===== config.mk =====
export PLATFORM = sky130hd
export DESIGN_NAME = ram_7x17_access_ctrl
export DESIGN_NICKNAME = d
export VERILOG_FILES = /design/src/rtl/ram_7x17_access_ctrl_pkg.sv /design/src/rtl/ram_7x17_access_ctrl_clear_seq.sv /design/src/rtl/ram_7x17_access_ctrl.sv
export SDC_FILE = /design/constraint.sdc
export NUM_CORES = 1
export LEC_CHECK = 0
export CAP_MARGIN = 40
export CORE_ASPECT_RATIO = 2
export CORE_MARGIN = 2
export CORE_UTILIZATION = 45
export DETAILED_ROUTE_END_ITERATION = 10
export DONT_BUFFER_PORTS = 1
export HOLD_SLACK_MARGIN = 0.15
export RECOVER_POWER = 25
export SLEW_MARGIN = 25
export SYNTH_ARGS = -nofsm -noshare
export SYNTH_HDL_FRONTEND = slang
export SYNTH_SLANG_ARGS = --single-unit

===== constraint.sdc =====
create_clock -name clk -period 1.7 [get_ports clk]
set_input_delay 0.51 -clock clk [delete_from_list [all_inputs] [get_ports clk]]
set_output_delay 0.51 -clock clk [all_outputs]
set_load 0.01 [all_outputs]

===== src/rtl/ram_7x17_access_ctrl_pkg.sv =====
// ram_7x17_access_ctrl_pkg: default sizes, FSM states and opcodes for the 7x17 storage controller
package ram_7x17_access_ctrl_pkg;
   localparam int DEF_DW    = 17;
   localparam int DEF_AW    = 3;
   localparam int DEF_DEPTH = 7;
   localparam int DEF_CNT_W = 8;
   typedef enum logic [1:0] {S_CLEAR, S_IDLE, S_EXEC, S_RESP} state_t;
   localparam logic OP_READ  = 1'b0;
   localparam logic OP_WRITE = 1'b1;
endpackage


===== src/rtl/ram_7x17_access_ctrl_clear_seq.sv =====
// ram_7x17_access_ctrl_clear_seq: address counter and done flag for the post-reset zero sweep (RAM_CTRL_INIT_CLEAR_EN)
module ram_7x17_access_ctrl_clear_seq
   import ram_7x17_access_ctrl_pkg::*;
#(
   parameter int AW    = DEF_AW,
   parameter int DEPTH = DEF_DEPTH
) (
   input  logic          clk,
   input  logic          rst_n,
   input  logic          en,
   output logic [AW-1:0] addr,
   output logic          done
);
   localparam logic [AW-1:0] LAST = AW'(DEPTH - 1);
   assign done = addr == LAST;
   always_ff @(posedge clk or negedge rst_n)
      if (!rst_n) addr <= '0;
      else if (en && !done) addr <= addr + 1'b1;
endmodule


===== src/rtl/ram_7x17_access_ctrl.sv =====
// ram_7x17_access_ctrl: command/response initiator for the 7x17 2R1W storage; RAM_CTRL_INIT_CLEAR_EN adds a post-reset zero sweep
module ram_7x17_access_ctrl
   import ram_7x17_access_ctrl_pkg::*;
#(
   parameter int DW    = DEF_DW,
   parameter int AW    = DEF_AW,
   parameter int DEPTH = DEF_DEPTH,
   parameter int CNT_W = DEF_CNT_W
) (
   input  logic             clk,
   input  logic             rst_n,
   input  logic             cmd_valid,
   output logic             cmd_ready,
   input  logic             cmd_op,
   input  logic [AW-1:0]    cmd_addr_a,
   input  logic [AW-1:0]    cmd_addr_b,
   input  logic [DW-1:0]    cmd_wdata,
   output logic             rsp_valid,
   input  logic             rsp_ready,
   output logic [DW-1:0]    rsp_data_a,
   output logic [DW-1:0]    rsp_data_b,
   output logic             rsp_err,
   output logic [AW-1:0]    ram_ra1,
   output logic [AW-1:0]    ram_ra2,
   output logic [AW-1:0]    ram_wa,
   output logic [DW-1:0]    ram_wd,
   output logic             ram_we,
   input  logic [DW-1:0]    ram_rd1,
   input  logic [DW-1:0]    ram_rd2,
   output logic [CNT_W-1:0] op_count
);
   localparam logic [AW-1:0] LAST = AW'(DEPTH - 1);
   state_t state;
   logic op_q, err_q, accept, cmd_err;
   assign accept  = cmd_valid & cmd_ready;
   assign cmd_err = (cmd_addr_a > LAST) | ((cmd_op == OP_READ) & (cmd_addr_b > LAST));
`ifdef RAM_CTRL_INIT_CLEAR_EN
   localparam state_t RST_STATE = S_CLEAR;
   logic [AW-1:0] clr_addr;
   logic clr_done;
   ram_7x17_access_ctrl_clear_seq #(.AW(AW), .DEPTH(DEPTH)) u_clear_seq (
      .clk  (clk),
      .rst_n(rst_n),
      .en   (state == S_CLEAR),
      .addr (clr_addr),
      .done (clr_done)
   );
`else
   localparam state_t RST_STATE = S_IDLE;
`endif
   // storage ports are registered at accept so the write strobe lands exactly in the EXEC cycle
   always_ff @(posedge clk or negedge rst_n) begin
      if (!rst_n) begin
         state      <= RST_STATE;
         op_q       <= OP_READ;
         err_q      <= 1'b0;
         cmd_ready  <= 1'b0;
         rsp_valid  <= 1'b0;
         rsp_data_a <= '0;
         rsp_data_b <= '0;
         rsp_err    <= 1'b0;
         ram_ra1    <= '0;
         ram_ra2    <= '0;
         ram_wa     <= '0;
         ram_wd     <= '0;
         ram_we     <= 1'b0;
         op_count   <= '0;
      end else begin
         case (state)
`ifdef RAM_CTRL_INIT_CLEAR_EN
            S_CLEAR: begin
               ram_we <= 1'b1;
               ram_wa <= clr_addr;
               ram_wd <= '0;
               if (clr_done) state <= S_IDLE;
            end
`endif
            S_IDLE: begin
               cmd_ready <= !accept;
               ram_we    <= accept & (cmd_op == OP_WRITE) & !cmd_err;
               if (accept) begin
                  op_q    <= cmd_op;
                  err_q   <= cmd_err;
                  ram_ra1 <= cmd_addr_a;
                  ram_ra2 <= cmd_addr_b;
                  ram_wa  <= cmd_addr_a;
                  ram_wd  <= cmd_wdata;
                  state   <= S_EXEC;
               end
            end
            S_EXEC: begin
               ram_we     <= 1'b0;
               rsp_valid  <= 1'b1;
               rsp_err    <= err_q;
               rsp_data_a <= (op_q == OP_READ && !err_q) ? ram_rd1 : '0;
               rsp_data_b <= (op_q == OP_READ && !err_q) ? ram_rd2 : '0;
               state      <= S_RESP;
            end
            S_RESP: begin
               if (rsp_ready) begin
                  rsp_valid  <= 1'b0;
                  rsp_data_a <= '0;
                  rsp_data_b <= '0;
                  rsp_err    <= 1'b0;
                  op_count   <= op_count + 1'b1;
                  cmd_ready  <= 1'b1;
                  state      <= S_IDLE;
               end
            end
            default: begin
               ram_we <= 1'b0;
               state  <= S_IDLE;
            end
         endcase
      end
   end
endmodule

==> results.md <==
- Status: complete, but fails checks
- Violated checks: hold timing
- Die H: 118 um
- CTS root buffer: clkbuf_16
- Fin crit share: 94.3%
- Dpl hpwl: 4180 um
- Initial core utilization: 46.5%
- DR vias/cell: 5.64
- Post-Syn Nets: 265
- Port bufs: 0
- Final nets: 271
- Setup Skew: 0.00412 ns
- Reg2reg end: op_count[7]
- Fraction of layout cells with a size suffix above 1: 25.5%
- CP Capture Point: op_count[7]
- Clock transition at the registers of the reported paths: 0.05 ns
- Pleak: 1.53 nW
- TritonRoute pass-1 iters: 4
- Crit. path cell count: 5
- DRC violations left: 0
- Largest net degree at the start of global routing: 74
- Crit Path Max Fanout: 7
- H-Tree Depth: 3
- Synth area leaders: dfrtp_1 62%, a22o_1 10%, mux2_2 9.3%, buf_6 2.7%, ha_1 2.1%
- Power share of the sequential group: 47.5%
- Commonest non-fill, non-tap cells in the layout: 72 x dfrtp_1, 34 x a22o_1, 24 x mux2_2, 9 x nand2_1, 9 x clkbuf_16
- Compound-Gate Fraction of Synth Area: 12.0%
- Vias: 1,657
- Max cap viols: 0
- Placeable Area: 0.00626 mm2
- Sw Pwr: 2.13 mW
- Int Pwr: 4.49 mW
- WP data arrival: 1.84 ns
- Worst path max stage delay: 0.56 ns
- Final estimated routing congestion in global placement: 0.653
- Clock sinks: 73
- Routed WL: 5690 um
- IO Pins: 134
- First-pass GRT wire length: 8710 um
- Worst-margin pin slew: 0.295 ns
- Synth Register Bits: 73
- Cell area after synthesis: 0.00291 mm2
- Max clock buf depth: 2
- R2R setup slack: 0.1 ns
- Critical path cell sequence: ha_2, buf_4, nand3_4, nor4_4, xor2_1
- Mapped Cells: 198
- WP buf/inv: 1
- Cell taking the most area after synthesis: dfrtp_1
- Worst-Skew Late Latency: 0.32 ns
- Routed WL per cell: 19.3 um
- Area grow syn2layout: 13.8%
- Fin. Hold Viols: 72
- GR Util All Layers: 16.5%
- Pwr dens: 2000 mW/mm2
- Vias in the first global route: 1,890
- Iter 0 DRT Violations: 88
- Mean post-synth cell area: 14.7 um2
- Post-synthesis sequential area ratio: 62.8%
- Family with the most delay on the worst path: flip-flops
- YS warnings: 0
- Antenna violations before repair: 0
- Die W: 60.9 um
- N_diodes: 0
- Crit path kind: flip-flop to flip-flop
- Slew headroom: 80.4%
- Max Slew Vio Count: 0
- Distinct cells, synth: 29
- Reg-to-Reg Start: state[0]
- Synth Area in Simple Gates: 5.54%
- CP Launch Type: flip-flop
- Largest family of logic cells by synthesized area: compound AO/OA/AOI/OAI gates
- CP Capture Type: flip-flop
- VDD IR max: 1.06 mV
- Slowest CP cell: dfstp_2
- Die Area: 0.00717 mm2
- Most common cell after layout, fill and taps aside: dfrtp_1
- Finish-stage setup viols: 0
- Fin crit period: 1.60 ns
- GRT overflow: 0
- Final hold slack: -0.120 ns
- Fillers: 542
- Fmax: 624 MHz
- Post-route antenna net violation count: 0
- RSZ-0062 raised after global routing: false
- Worst Setup SP: state[0]
- Row count: 41
- Hold Path Class: input port to asynchronous set/reset pin
- Cts bufs inserted: 9
- Final Total Pwr: 6.62 mW
- TNS Setup: 0 ns
- CTS tree: built
- Post-CTS Setup Bufs: 0
- Reg2reg path depth: 5
- Clock Power Share: 28.8%
- Comb pwr share: 23.7%
- Sw frac: 32.1%
- Post-synth top area share: 61.9%
- Post-Synth Adder-Cell Area: 2.15%
- Critical path data required time: 1.94 ns
- Post-Synth XOR/XNOR Area: 2.11%
- Mux cell area share after synthesis: 10.8%
flip-flops by register name (all words and copies together) (netlist names):
signal and flops:
ram_wd 17, rsp_data_a 17, rsp_data_b 17, op_count 8
ram_ra2 3, ram_wa 3, state 2, cmd_ready 1
err_q 1, op_q 1, ram_we 1, rsp_err 1
rsp_valid 1
how the worst min path moves through the flow:
stage,depth (start not counted),endpoint,from,slack (ns)
2_1_floorplan,0,cmd_ready,rst_n,0.21
3_3_place_gp,0,rsp_data_a[11],rst_n,0.22
3_5_place_dp,0,rsp_data_a[6],rst_n,0.22
4_1_cts,0,rsp_data_a[6],rst_n,-0.13
5_1_grt,0,rsp_data_b[16],rst_n,-0.14
6_report,0,rsp_data_a[6],rst_n,-0.12
power by group through the flow:
stage / Combinational (mW) / Sequential (mW) / Clock [mW]
after detailed placement: 1.58 / 3.19 / 0
after global routing: 1.74 / 3.24 / 2.05
final: 1.57 / 3.15 / 1.91
after global placement: 1.49 / 3.16 / 0
after floorplan: 1.40 / 3.00 / 0
after CTS: 1.59 / 3.16 / 1.96
routing by layer:
layer / GRT usage, % / vias up / routed length [um]
met3: 6.81 / 17 / 519
met2: 28.9 / 101 / 3180
met5: 0 / - / 0
met4: 8.29 / 0 / 153
li1: - / 721 / -
met1: 15.2 / 818 / 1830
kinds of logic (layout without fill, tap and decap cells):
group | after synthesis | in the layout
mux | 28 | 28
fa+ha+maj | 5 | 5
flops | 73 | 73
xor+xnor | 7 | 7
simple gates | 24 | 24
compound gates | 43 | 43
buf+inv | 18 | 28
repair_timing:
action	CTS	global route
endpoints found under the hold margin	73	73
endpoints found under the setup margin	0	7
gates resized for setup	0	1
synth_stat cells, drive strengths merged:
cell and n:
ha 5, nor2 4, o21ai 5, xor2 3
dfrtp 72, mux2 24, and3 1, o22ai 1
nor2b 1, nor3 1, a41oi 1, inv 6
buf 12, nor4b 1, xnor2 4, mux2i 4
a22o 34, nand3 4, nor4 1, nand4 2
nand2 9, o31ai 1, a21oi 1, dfstp 1
through the flow:
stage               setup WS (ns)  instance area [um2]  instances  util (%)
finish                     0.0976                 3310        294      52.9
global route               0.0447                 3310        294      52.9
CTS                        0.0119                 3310        294      52.9
detailed placement         0.0241                 2990        279      47.8
global placement            0.145                 2990        279      47.8
floorplan                  0.0912                 2910        198         -
cell type report:
type | count | area (um2) | share of cell area (%)
sequential | 73 | 1830 | 55.2
timing repair buffer | 7 | 77.6 | 2.34
tap | 86 | 108 | 3.25
clock inverter | 2 | 35.0 | 1.06
clock buffer | 13 | 280 | 8.46
multi-input combinational | 107 | 961 | 29.0
inverter | 6 | 22.5 | 0.680
Note: power is estimated with default switching activity, not from simulation.
